===== src/rtl/g11620_pkg.sv =====
`default_nettype none
// ============================================================================
//  Module      : g11620_pkg
//  Description : Shared definitions for the G11620 sensor interface: FSM
//                state encoding, video pattern codes, default frame geometry
//                and a counter-width helper.
//  Revision    : 1.0 - initial release
// ============================================================================
package g11620_pkg;

    // Default frame geometry, shared with the G11620 controller
    localparam int unsigned c_PIX_NUM_DEF   = 511;
    localparam int unsigned c_BLANK_CYC_DEF = 24;

    // Sensor emulator state encoding
    localparam int unsigned c_STATE_W  = 3;
    localparam logic [c_STATE_W-1:0] c_ST_IDLE    = 3'd0;
    localparam logic [c_STATE_W-1:0] c_ST_INTEG   = 3'd1;
    localparam logic [c_STATE_W-1:0] c_ST_DELAY   = 3'd2;
    localparam logic [c_STATE_W-1:0] c_ST_READOUT = 3'd3;
    localparam logic [c_STATE_W-1:0] c_ST_BLANK   = 3'd4;

    // Video pattern codes
    localparam logic [1:0] c_PAT_RAMP      = 2'd0;
    localparam logic [1:0] c_PAT_FLAT      = 2'd1;
    localparam logic [1:0] c_PAT_RAMP_FLAT = 2'd2;
    localparam logic [1:0] c_PAT_CHECKER   = 2'd3;

    // Bits needed to hold values 0..max_val (never less than one bit)
    function automatic int unsigned cnt_width(input int unsigned max_val);
        return (max_val < 2) ? 1 : $clog2(max_val + 1);
    endfunction

endpackage
`default_nettype wire


===== src/rtl/g11620_pattern_gen.sv =====
`default_nettype none
// ============================================================================
//  Module      : g11620_pattern_gen
//  Description : Combinational video pattern generator. Produces the pixel
//                value for a pixel index from the latched pattern select and
//                the last integration length, saturating to DATA_W.
//  Revision    : 1.0 - initial release
// ============================================================================
module g11620_pattern_gen
    import g11620_pkg::*;
#(
    parameter int unsigned DATA_W      = 16,
    parameter int unsigned PCNT_W      = 9,
    parameter int unsigned INTEG_SHIFT = 4
) (
    input  logic [PCNT_W-1:0] pcnt,
    input  logic [31:0]       integ,
    input  logic [1:0]        sel,
    output logic [DATA_W-1:0] pix
);

    // Largest representable sample, held at 33 bits to compare against sums
    localparam logic [32:0] c_MAX = (33'd1 << DATA_W) - 33'd1;

    logic [32:0] w_level;
    logic [32:0] w_sum;

    // 33-bit arithmetic so the ramp+flat sum can never wrap before clamping
    assign w_level = {1'b0, integ >> INTEG_SHIFT};
    assign w_sum   = w_level + 33'(pcnt);

    // Pattern mux with saturation of the intensity-based patterns
    always_comb begin
        pix = '0;
        case (sel)
            c_PAT_RAMP:      pix = DATA_W'(pcnt);
            c_PAT_FLAT:      pix = (w_level > c_MAX) ? '1 : w_level[DATA_W-1:0];
            c_PAT_RAMP_FLAT: pix = (w_sum > c_MAX) ? '1 : w_sum[DATA_W-1:0];
            c_PAT_CHECKER:   pix = pcnt[0] ? '1 : '0;
            default:         pix = '0;
        endcase
    end

endmodule
`default_nettype wire


===== src/rtl/g11620_sensor_emu.sv =====
`default_nettype none
// ============================================================================
//  Module      : g11620_sensor_emu
//  Description : Emulator of the G11620 InGaAs linear sensor. Measures the
//                integration length on reset_in, issues the AD start pulse,
//                streams one frame of pattern video with end-of-scan, then
//                blanks. reset_in high outside IDLE/INTEG aborts to INTEG.
//  Revision    : 1.0 - initial release
// ============================================================================
module g11620_sensor_emu
    import g11620_pkg::*;
#(
    parameter int unsigned PIX_NUM     = c_PIX_NUM_DEF,
    parameter int unsigned DATA_W      = 16,
    parameter int unsigned SP_DELAY    = 4,
    parameter int unsigned BLANK_CYC   = c_BLANK_CYC_DEF,
    parameter int unsigned INTEG_SHIFT = 4
) (
    input  logic              clk,
    input  logic              rst_n,
    input  logic              reset_in,
    input  logic [1:0]        pattern_sel,
    output logic              ad_sp_o,
    output logic [DATA_W-1:0] video_o,
    output logic              video_valid_o,
    output logic              eos_o,
    output logic [31:0]       integ_cnt_o,
    output logic [15:0]       frame_cnt_o,
    output logic              busy_o
);

    localparam int unsigned c_PCNT_W = cnt_width(PIX_NUM);
    localparam int unsigned c_DCNT_W = cnt_width(SP_DELAY - 1);
    localparam int unsigned c_BCNT_W = cnt_width(BLANK_CYC - 1);

    localparam logic [c_PCNT_W-1:0] c_PCNT_LAST = c_PCNT_W'(PIX_NUM);
    localparam logic [c_DCNT_W-1:0] c_DCNT_LAST = c_DCNT_W'(SP_DELAY - 1);
    localparam logic [c_BCNT_W-1:0] c_BCNT_LAST = c_BCNT_W'(BLANK_CYC - 1);

    logic [c_STATE_W-1:0] r_state;
    logic [c_STATE_W-1:0] w_state_nxt;

    logic [31:0]          r_icnt;
    logic [c_DCNT_W-1:0]  r_dcnt;
    logic [c_PCNT_W-1:0]  r_pcnt;
    logic [c_BCNT_W-1:0]  r_bcnt;
    logic [1:0]           r_sel;

    logic                 r_ad_sp;
    logic [DATA_W-1:0]    r_video;
    logic                 r_valid;
    logic                 r_eos;
    logic [31:0]          r_integ_cnt;
    logic [15:0]          r_frame_cnt;
    logic                 r_busy;

    logic                 w_dly_done;
    logic                 w_pix_last;
    logic                 w_blk_done;
    logic                 w_rd_active;
    logic                 w_ad_sp_nxt;
    logic                 w_valid_nxt;
    logic                 w_eos_nxt;
    logic [DATA_W-1:0]    w_video_nxt;
    logic [DATA_W-1:0]    w_pix;

    assign w_dly_done = (r_dcnt == c_DCNT_LAST);
    assign w_pix_last = (r_pcnt == c_PCNT_LAST);
    assign w_blk_done = (r_bcnt == c_BCNT_LAST);

    g11620_pattern_gen #(
        .DATA_W      (DATA_W),
        .PCNT_W      (c_PCNT_W),
        .INTEG_SHIFT (INTEG_SHIFT)
    ) u_pattern_gen (
        .pcnt  (r_pcnt),
        .integ (r_integ_cnt),
        .sel   (r_sel),
        .pix   (w_pix)
    );

    // State register
    always_ff @(posedge clk) begin
        if (!rst_n) begin
            r_state <= c_ST_IDLE;
        end else begin
            r_state <= w_state_nxt;
        end
    end

    // Next-state logic; reset_in in DELAY/READOUT/BLANK overrides everything
    always_comb begin
        w_state_nxt = r_state;
        case (r_state)
            c_ST_IDLE:    if (reset_in) w_state_nxt = c_ST_INTEG;
            c_ST_INTEG:   if (!reset_in) w_state_nxt = c_ST_DELAY;
            c_ST_DELAY:   if (reset_in) w_state_nxt = c_ST_INTEG;
                          else if (w_dly_done) w_state_nxt = c_ST_READOUT;
            c_ST_READOUT: if (reset_in) w_state_nxt = c_ST_INTEG;
                          else if (w_pix_last) w_state_nxt = c_ST_BLANK;
            c_ST_BLANK:   if (reset_in) w_state_nxt = c_ST_INTEG;
                          else if (w_blk_done) w_state_nxt = c_ST_IDLE;
            default:      w_state_nxt = c_ST_IDLE;
        endcase
    end

    // Next values of the registered outputs, decoded from state and inputs
    always_comb begin
        w_rd_active = (r_state == c_ST_READOUT) && !reset_in;
        w_ad_sp_nxt = (r_state == c_ST_DELAY) && !reset_in && w_dly_done;
        w_valid_nxt = w_rd_active;
        w_eos_nxt   = w_rd_active && w_pix_last;
        w_video_nxt = w_rd_active ? w_pix : '0;
    end

    // Counters, latched select and output registers
    always_ff @(posedge clk) begin
        if (!rst_n) begin
            r_icnt      <= '0;
            r_dcnt      <= '0;
            r_pcnt      <= '0;
            r_bcnt      <= '0;
            r_sel       <= '0;
            r_ad_sp     <= 1'b0;
            r_video     <= '0;
            r_valid     <= 1'b0;
            r_eos       <= 1'b0;
            r_integ_cnt <= '0;
            r_frame_cnt <= '0;
            r_busy      <= 1'b0;
        end else begin
            r_ad_sp <= w_ad_sp_nxt;
            r_valid <= w_valid_nxt;
            r_eos   <= w_eos_nxt;
            r_video <= w_video_nxt;
            r_busy  <= (w_state_nxt != c_ST_IDLE);
            case (r_state)
                c_ST_IDLE: begin
                    if (reset_in) r_icnt <= 32'd1;
                end
                c_ST_INTEG: begin
                    if (reset_in) begin
                        if (r_icnt != '1) r_icnt <= r_icnt + 32'd1;
                    end else begin
                        r_integ_cnt <= r_icnt;
                        r_dcnt      <= '0;
                    end
                end
                c_ST_DELAY: begin
                    if (reset_in) begin
                        r_icnt <= 32'd1;
                    end else if (w_dly_done) begin
                        r_sel  <= pattern_sel;
                        r_pcnt <= '0;
                    end else begin
                        r_dcnt <= r_dcnt + c_DCNT_W'(1);
                    end
                end
                c_ST_READOUT: begin
                    if (reset_in) begin
                        r_icnt <= 32'd1;
                    end else begin
                        r_pcnt <= r_pcnt + c_PCNT_W'(1);
                        if (w_pix_last) begin
                            r_frame_cnt <= r_frame_cnt + 16'd1;
                            r_bcnt      <= '0;
                        end
                    end
                end
                c_ST_BLANK: begin
                    if (reset_in) begin
                        r_icnt <= 32'd1;
                    end else if (!w_blk_done) begin
                        r_bcnt <= r_bcnt + c_BCNT_W'(1);
                    end
                end
                default: ;
            endcase
        end
    end

    assign ad_sp_o       = r_ad_sp;
    assign video_o       = r_video;
    assign video_valid_o = r_valid;
    assign eos_o         = r_eos;
    assign integ_cnt_o   = r_integ_cnt;
    assign frame_cnt_o   = r_frame_cnt;
    assign busy_o        = r_busy;

endmodule
`default_nettype wire


===== config.mk =====
export PLATFORM = sky130hd
export DESIGN_NAME = g11620_sensor_emu
export DESIGN_NICKNAME = d
export VERILOG_FILES = /design/src/rtl/g11620_pkg.sv /design/src/rtl/g11620_pattern_gen.sv /design/src/rtl/g11620_sensor_emu.sv
export SDC_FILE = /design/constraint.sdc
export NUM_CORES = 1
export LEC_CHECK = 0
export BUFFER_PORTS_ARGS = -buffer_cell sky130_fd_sc_hd__buf_2
export CAP_MARGIN = 40
export CORE_UTILIZATION = 47
export CTS_CLUSTER_DIAMETER = 150
export DETAILED_ROUTE_END_ITERATION = 7
export GPL_TIMING_DRIVEN = 0
export PLACE_DENSITY = 0.67
export SLEW_MARGIN = 10
export SYNTH_ARGS = -nofsm -noshare
export SYNTH_HDL_FRONTEND = slang
export SYNTH_SLANG_ARGS = --single-unit
export TNS_END_PERCENT = 50

===== constraint.sdc =====
create_clock -name clk -period 6.3 [get_ports clk]
set_input_delay 1.575 -clock clk [delete_from_list [all_inputs] [get_ports clk]]
set_output_delay 1.575 -clock clk [all_outputs]
set_load 0.1 [all_outputs]

Yosys cells after proc, flatten, opt, wreduce, memory -nomap -nowiden
Cells that the tools add are included.
{ "totals": {"regBits": 121, "latch_bits": 0, "ram_bits": 0, "mem_bits_ro": 0, "in_bits": 5, "output_inout_bits": 68, "word_cells": 95, "mem_count": 0} }
{ "op_classes": {"n_addsub": 6, "mul": 0, "div": 0, "n_lt_le_gt_ge": 2, "eq_ne": 22, "shifts": 0, "mux": 30, "n_bitwise": 1, "reduce_logical": 21} }
{ "op_table": {"columns": ["op", "n"], "rows": [
  ["32-bit two-way mux", 3],
  ["16-bit one-hot mux with 4 select lines", 1],
  ["32-bit one-hot mux with 2 select lines", 1],
  ["16-bit two-way mux", 3],
  ["33-bit by 16-bit > comparator with 1-bit output (second input constant)", 1],
  ["32-bit by 1-bit adder with 32-bit output (second input constant)", 1],
  ["32-bit != test (second input constant)", 1],
  ["28-bit by 9-bit adder with 29-bit output", 1],
  ["28-bit by 16-bit > comparator with 1-bit output (second input constant)", 1],
  ["9-bit two-way mux", 3],
  ["3-bit two-way mux", 8],
  ["5-bit two-way mux", 4],
  ["2-bit != test (second input constant)", 10],
  ["9-bit one-hot mux with 2 select lines", 1],
  ["16-bit by 1-bit adder with 16-bit output (second input constant)", 1],
  ["3-bit one-hot mux with 5 select lines", 1],
  ["4-bit AND reduction", 3],
  ["5-bit one-hot mux with 2 select lines", 1],
  ["9-bit by 1-bit adder with 9-bit output (second input constant)", 1],
  ["9-bit == test (second input constant)", 1],
  ["2-bit nonzero test", 4],
  ["2-bit == test (second input constant)", 3],
  ["3-bit by 2-bit == test with 1-bit output (second input constant)", 2],
  ["2-bit two-way mux", 3],
  ["18 further kinds", 23]
]} }

Longest topological paths before layout
{ "depth": {"word_depth": 5, "mapped_depth": 11, "mapped_depth_nobuf": 11} }

Hierarchy
A second synthesis with hierarchy kept.
{ "hier_totals": {"cells_unflattened": 800, "area_unflattened_um2": 6447.4} }
{ "modules_own_cells": {"columns": ["mod", "instances", "cells_per_inst", "area_each_um2", "seq_area_each_um2"], "rows": [
  ["g11620_sensor_emu", 1, 593, 5187.5, 2422.3],
  ["g11620_pattern_gen", 1, 207, 1260.0, 0.0]
]} }

Worst setup path before layout
OpenSTA, ideal clock, no wires.
{ "synth_path": {"path_type": "register -> register", "start": "register r_integ_cnt[4] (netlist: integ_cnt_o[4])", "end": "register r_video[7] (netlist: video_o[7])", "setup_time_ns": 0.135, "arrival_time_ns": 3.336, "required_ns": 6.165, "slack_ns": 2.829, "path_stages_with_launch": 12, "n_path_buf": 0, "period_less_slack_ns": 3.471, "cell_sequence": "dfxtp_1 -> ha_1 -> inv_1 -> fa_1 -> nor2b_1 -> o2111ai_1 -> a32oi_1 -> nor2_1 -> a221oi_1 -> nand4_4 -> nor4_2 -> a2111oi_1"} }
{ "synth_between": {"elab_chain_cells": 4, "elab_cells_between_ends": 6, "classes_between": "add/sub: 1; order compare: 2; mux: 3"} }
{ "synth_rtl": {"columns": ["item", "line_no", "rtl"], "rows": [
  ["start, declared", "g11620_sensor_emu.sv:53", "logic [31:0] r_integ_cnt;"],
  ["start signal, assigned", "g11620_sensor_emu.sv:145", "r_integ_cnt <= r_icnt;"],
  ["28-bit by 9-bit adder with 29-bit output", "g11620_pattern_gen.sv:30", "assign w_sum = w_level + 33'(pcnt);"],
  ["33-bit by 16-bit > comparator with 1-bit output", "g11620_pattern_gen.sv:38", "c_PAT_RAMP_FLAT: pix = (w_sum > c_MAX) ? '1 : w_sum[DATA_W-1:0];"],
  ["16-bit two-way mux", "g11620_pattern_gen.sv:38", null],
  ["16-bit one-hot mux with 4 select lines *", "g11620_pattern_gen.sv:35", "case (sel)"],
  ["end signal, assigned", "g11620_sensor_emu.sv:135", "r_video <= w_video_nxt;"],
  ["end, declared", "g11620_sensor_emu.sv:50", "logic [DATA_W-1:0] r_video;"]
]} }
Every way passes the cells marked *; elsewhere a longest branch is shown, timed or not.
A chain may end at the register's enable or synchronous reset.

Worst setup path in the final report
{ "layout_path": {"start": "input port reset_in", "end": "register r_icnt[15]"} }
{ "layout_between": {"elab_chain_cells": 2, "elab_cells_between_ends": 3, "classes_between": "eq/ne: 2; reduce/logical: 1"} }
{ "layout_rtl": {"columns": ["item", "line_no", "rtl"], "rows": [
  ["start, declared", "g11620_sensor_emu.sv:21", "input logic reset_in,"],
  ["2-bit != test (no source line) / 2-bit by 1-bit != test with 1-bit output (equally long branches)", null, null],
  ["4-bit AND reduction (no source line) *", null, null],
  ["end signal, assigned", "g11620_sensor_emu.sv:143", "if (r_icnt != '1) r_icnt <= r_icnt + 32'd1;"],
  ["end, declared", "g11620_sensor_emu.sv:43", "logic [31:0] r_icnt;"]
]} }
Marks and branches as above.

==> results.md <==
- Run status: completed
- Final worst hold slack: 0.454 ns
- Drt initial violations: 420
- Distinct cell type count after synthesis: slightly above 60
- Die height: 116 um
- Clock tree sinks: 121
- Starting Density: 48.3%
- Clock tree from TritonCTS: built
- Post-route total power: 1.69 mW
- Top library cells by usage in the layout, fill and taps aside: 121 x sky130_fd_sc_hd__dfxtp_1, 119 x sky130_fd_sc_hd__nand2_1, 110 x sky130_fd_sc_hd__nor2_1, 80 x sky130_fd_sc_hd__buf_2, 59 x sky130_fd_sc_hd__a21oi_1
- Largest net degree at the start of global routing: 17
- Largest fanout of any net on the critical path: 10
- Detail Placement HPWL: 12100 um
- Final non-filler cell total: 1044
- Critical Path Sink Type: flip-flop
- Type of the worst min-delay path: reg2reg
- Maximum root-to-sink buffer count: 2
- Average instance area after synthesis: a little under 8 sq um
- Clock period minus worst slack: around 3.4 ns
- Utilization of the core after routing: ~57%
- Fraction of final layout cells with drive strength greater than 1: 14.6%
- Synthesized flop and latch total: 121
- Quantity of I/O buffers inserted on ports: between 70 and 80
- Root cell of the clock tree: sky130_fd_sc_hd__clkbuf_16
- DRC violations left: 0
- Mapped Nets: 789
- Number of CTS-inserted buffers: 17
- Most common cell after layout, fill and taps aside: sky130_fd_sc_hd__dfxtp_1
- First-pass GRT wire length: 26100 um
- Category of the critical setup timing path: in2reg
- Fraction of synthesis flops using an asynchronous set or reset pin: 0%
- Count of antenna-violating nets left after detailed routing: 0
- Layout overhead on the synthesized area: 18.3%
- Vias in the first global route: between 5000 and 6000
- Fraction of the yosys area taken by sequential cells: 39.8%
- Cell area after synthesis: 6090 sq um
- Clk pin slew, worst setup/hold paths: 0.05 ns
- Most used DFF post-synth: sky130_fd_sc_hd__dfxtp_1
- Die ar.: 13400 sq um
- Cts repair resizes: 0
- Number of vias per cell after detailed routing: 5.54
- Met3 Resource Use GR: 5.33%
- Number of placed instances with taps included: just over 1000
- Worst ir drop on vdd: 196 uV
- CP arrival: 3.67 ns
- Unrepaired setup endpoints after global routing: no
- Count of pins over their slew limit: 0
- Aggregate global-route resource usage: 25.3%
- Yosys Warn Count: 0
- Postcts setup bufs: 0
- Ant. Diodes: 0
- Transition at the pin with the smallest max-transition slack: 0.713 ns
- Maximum frequency from static timing analysis: about 0.30 GHz
- Synth area leader: sky130_fd_sc_hd__dfxtp_1
- Fraction of post-synthesis cell area in the top cell type by area: about two fifths
- Number of max-cap violations: 0
- Startpoint Class: input pin
- Slew headroom: 52.4%
- Final setup fails: 0
- Vias post-DR: around 5800
- Global route hottest layer: met2
- Worst Min Path Start: integ_cnt_o[2]
- Wire length reported by the detailed router: approximately 16000 um
- Gpl congestion: 0.923
- Number of fill cells in the layout: 1237
- Met2 layer usage reported by global route: 41.8%
- Power density over the cells: 235 nW/um^2
- Global routing met1 resource utilization: around a third
- Final total negative setup slack: 0 ns
- Max H-tree Level: 4
- Origin of the worst setup path: reset_in
- Final net count: 880
- Final Hold Violating Endpoints: 0
- Width of the die: roughly 120 um
- Global route total overflow: 0
- Critical Path RT: between 6 and 7 ns
- Pre-Repair DR Iteration Count: 5
- Post-synth EDFFs: 0
- Post-route clock period utilization: 53.5%
- Clock latency on the worst-skew pair: 0.42 ns
- Antenna violations before repair: 0
- Synthesized netlist cell count: 768
- Hold Buf Count CTS: 0
- Number of placement rows: 41
- Final Skew: around 0.0090 ns
- Reg-to-Reg Start: r_pcnt[0]
- Static leakage: 2.88 nW
- Area of the core: around 13000 sq um
- I/O Pins: 73
- Main area contributors after synthesis: sky130_fd_sc_hd__dfxtp_1 40%, sky130_fd_sc_hd__nand2_1 7.3%, sky130_fd_sc_hd__nor2_1 6.8%, sky130_fd_sc_hd__xnor2_1 4.9%, sky130_fd_sc_hd__xor2_1 4.9%
- Average wire per cell in the routed design: 15.5 um
==> final cells by class <==
cell class | instances | area, sq um | area share (%)
clock buffer | 24 | 492 | 6.83
tap | 172 | 215 | 2.99
buffer | 38 | 156 | 2.17
inverter | 17 | 63.8 | 0.886
clock inverter | 8 | 45.0 | 0.625
timing repair buffer | 72 | 360 | 5.00
multi-input combinational | 592 | 3450 | 47.9
sequential | 121 | 2420 | 33.6
==> cells in the mapped netlist (all sizes together), types with 2 or more instances <==
master	count
ha	15
o21a	5
a21oi	60
nor3	16
nand2b	5
a211oi	3
a2111oi	2
buf	8
and2	3
o311ai	3
clkbuf	30
and4b	2
nand4	21
dfxtp	121
a21o	6
o31ai	2
o221ai	3
o211ai	9
nand3	36
a22oi	5
xnor2	34
or2	3
nor4	6
and4	8
nor2b	6
mux2i	3
xor2	34
mux2	3
o32ai	2
a31oi	6
o21ai	21
and3	21
nor3b	2
inv	17
or3	2
nor2	111
nand2	119
==> metrics by stage <==
| stage | worst slack [ns] | instance area (sq um) |
|---|---|---|
| floorplan | 2.83 | 6090 |
| global placement | 2.56 | 6670 |
| detailed placement | 2.52 | 6670 |
| CTS | 2.94 | 7200 |
| global route | 2.69 | 7200 |
| finish | 2.93 | 7200 |
==> cell families (layout without fill, tap and decap cells) <==
logic type | Yosys count | count (layout) | synth area share, %
fa+ha+maj | 16 | 16 | 3.41
xor+xnor | 68 | 68 | 9.78
flops | 121 | 121 | 39.8
simple gates | 364 | 364 | 28.0
mux | 6 | 6 | 1.05
buf+inv | 55 | 159 | 3.62
compound gates | 138 | 138 | 14.3
==> layer usage <==
layer | routed length [um] | share of wire [%]
met1 | 7420 | 46
met2 | 7660 | 47
met3 | 863 | 5.3
met4 | 265 | 1.6
met5 | 0 | 0
==> flip-flops by register name (all words and copies together) (netlist names), 2 cells and up <==
| name | count |
|---|---|
| r_bcnt | 5 |
| r_icnt | 32 |
| r_dcnt | 2 |
| frame_cnt_o | 16 |
| integ_cnt_o | 32 |
| r_sel | 2 |
| r_pcnt | 9 |
| video_o | 16 |
| r_state | 3 |
==> critical path, stage by stage <==
cell	delay, ns
sky130_fd_sc_hd__buf_2	0.12
sky130_fd_sc_hd__clkbuf_1	0.38
sky130_fd_sc_hd__nand2_1	0.19
sky130_fd_sc_hd__a21oi_1	0.49
sky130_fd_sc_hd__and3_1	0.24
sky130_fd_sc_hd__clkbuf_1	0.31
sky130_fd_sc_hd__nand4_1	0.16
sky130_fd_sc_hd__xor2_1	0.17
sky130_fd_sc_hd__nor2_1	0.05
==> power breakdown <==
| part | internal (mW) | total (mW) | switching, mW |
|---|---|---|---|
| Sequential | 0.769 | 0.770 | 0.00167 |
| Combinational | 0.0108 | 0.0491 | 0.0383 |
| Clock | 0.539 | 0.874 | 0.335 |
==> final timing paths <==
path                     to  depth (start not counted)  slack, ns
max              r_icnt[15]                          9       2.93
min          integ_cnt_o[2]                          2       0.45
max reg2reg      video_o[7]                         11       2.93
min reg2reg  integ_cnt_o[2]                          2       0.45
Power figures use the tool's default switching activity.
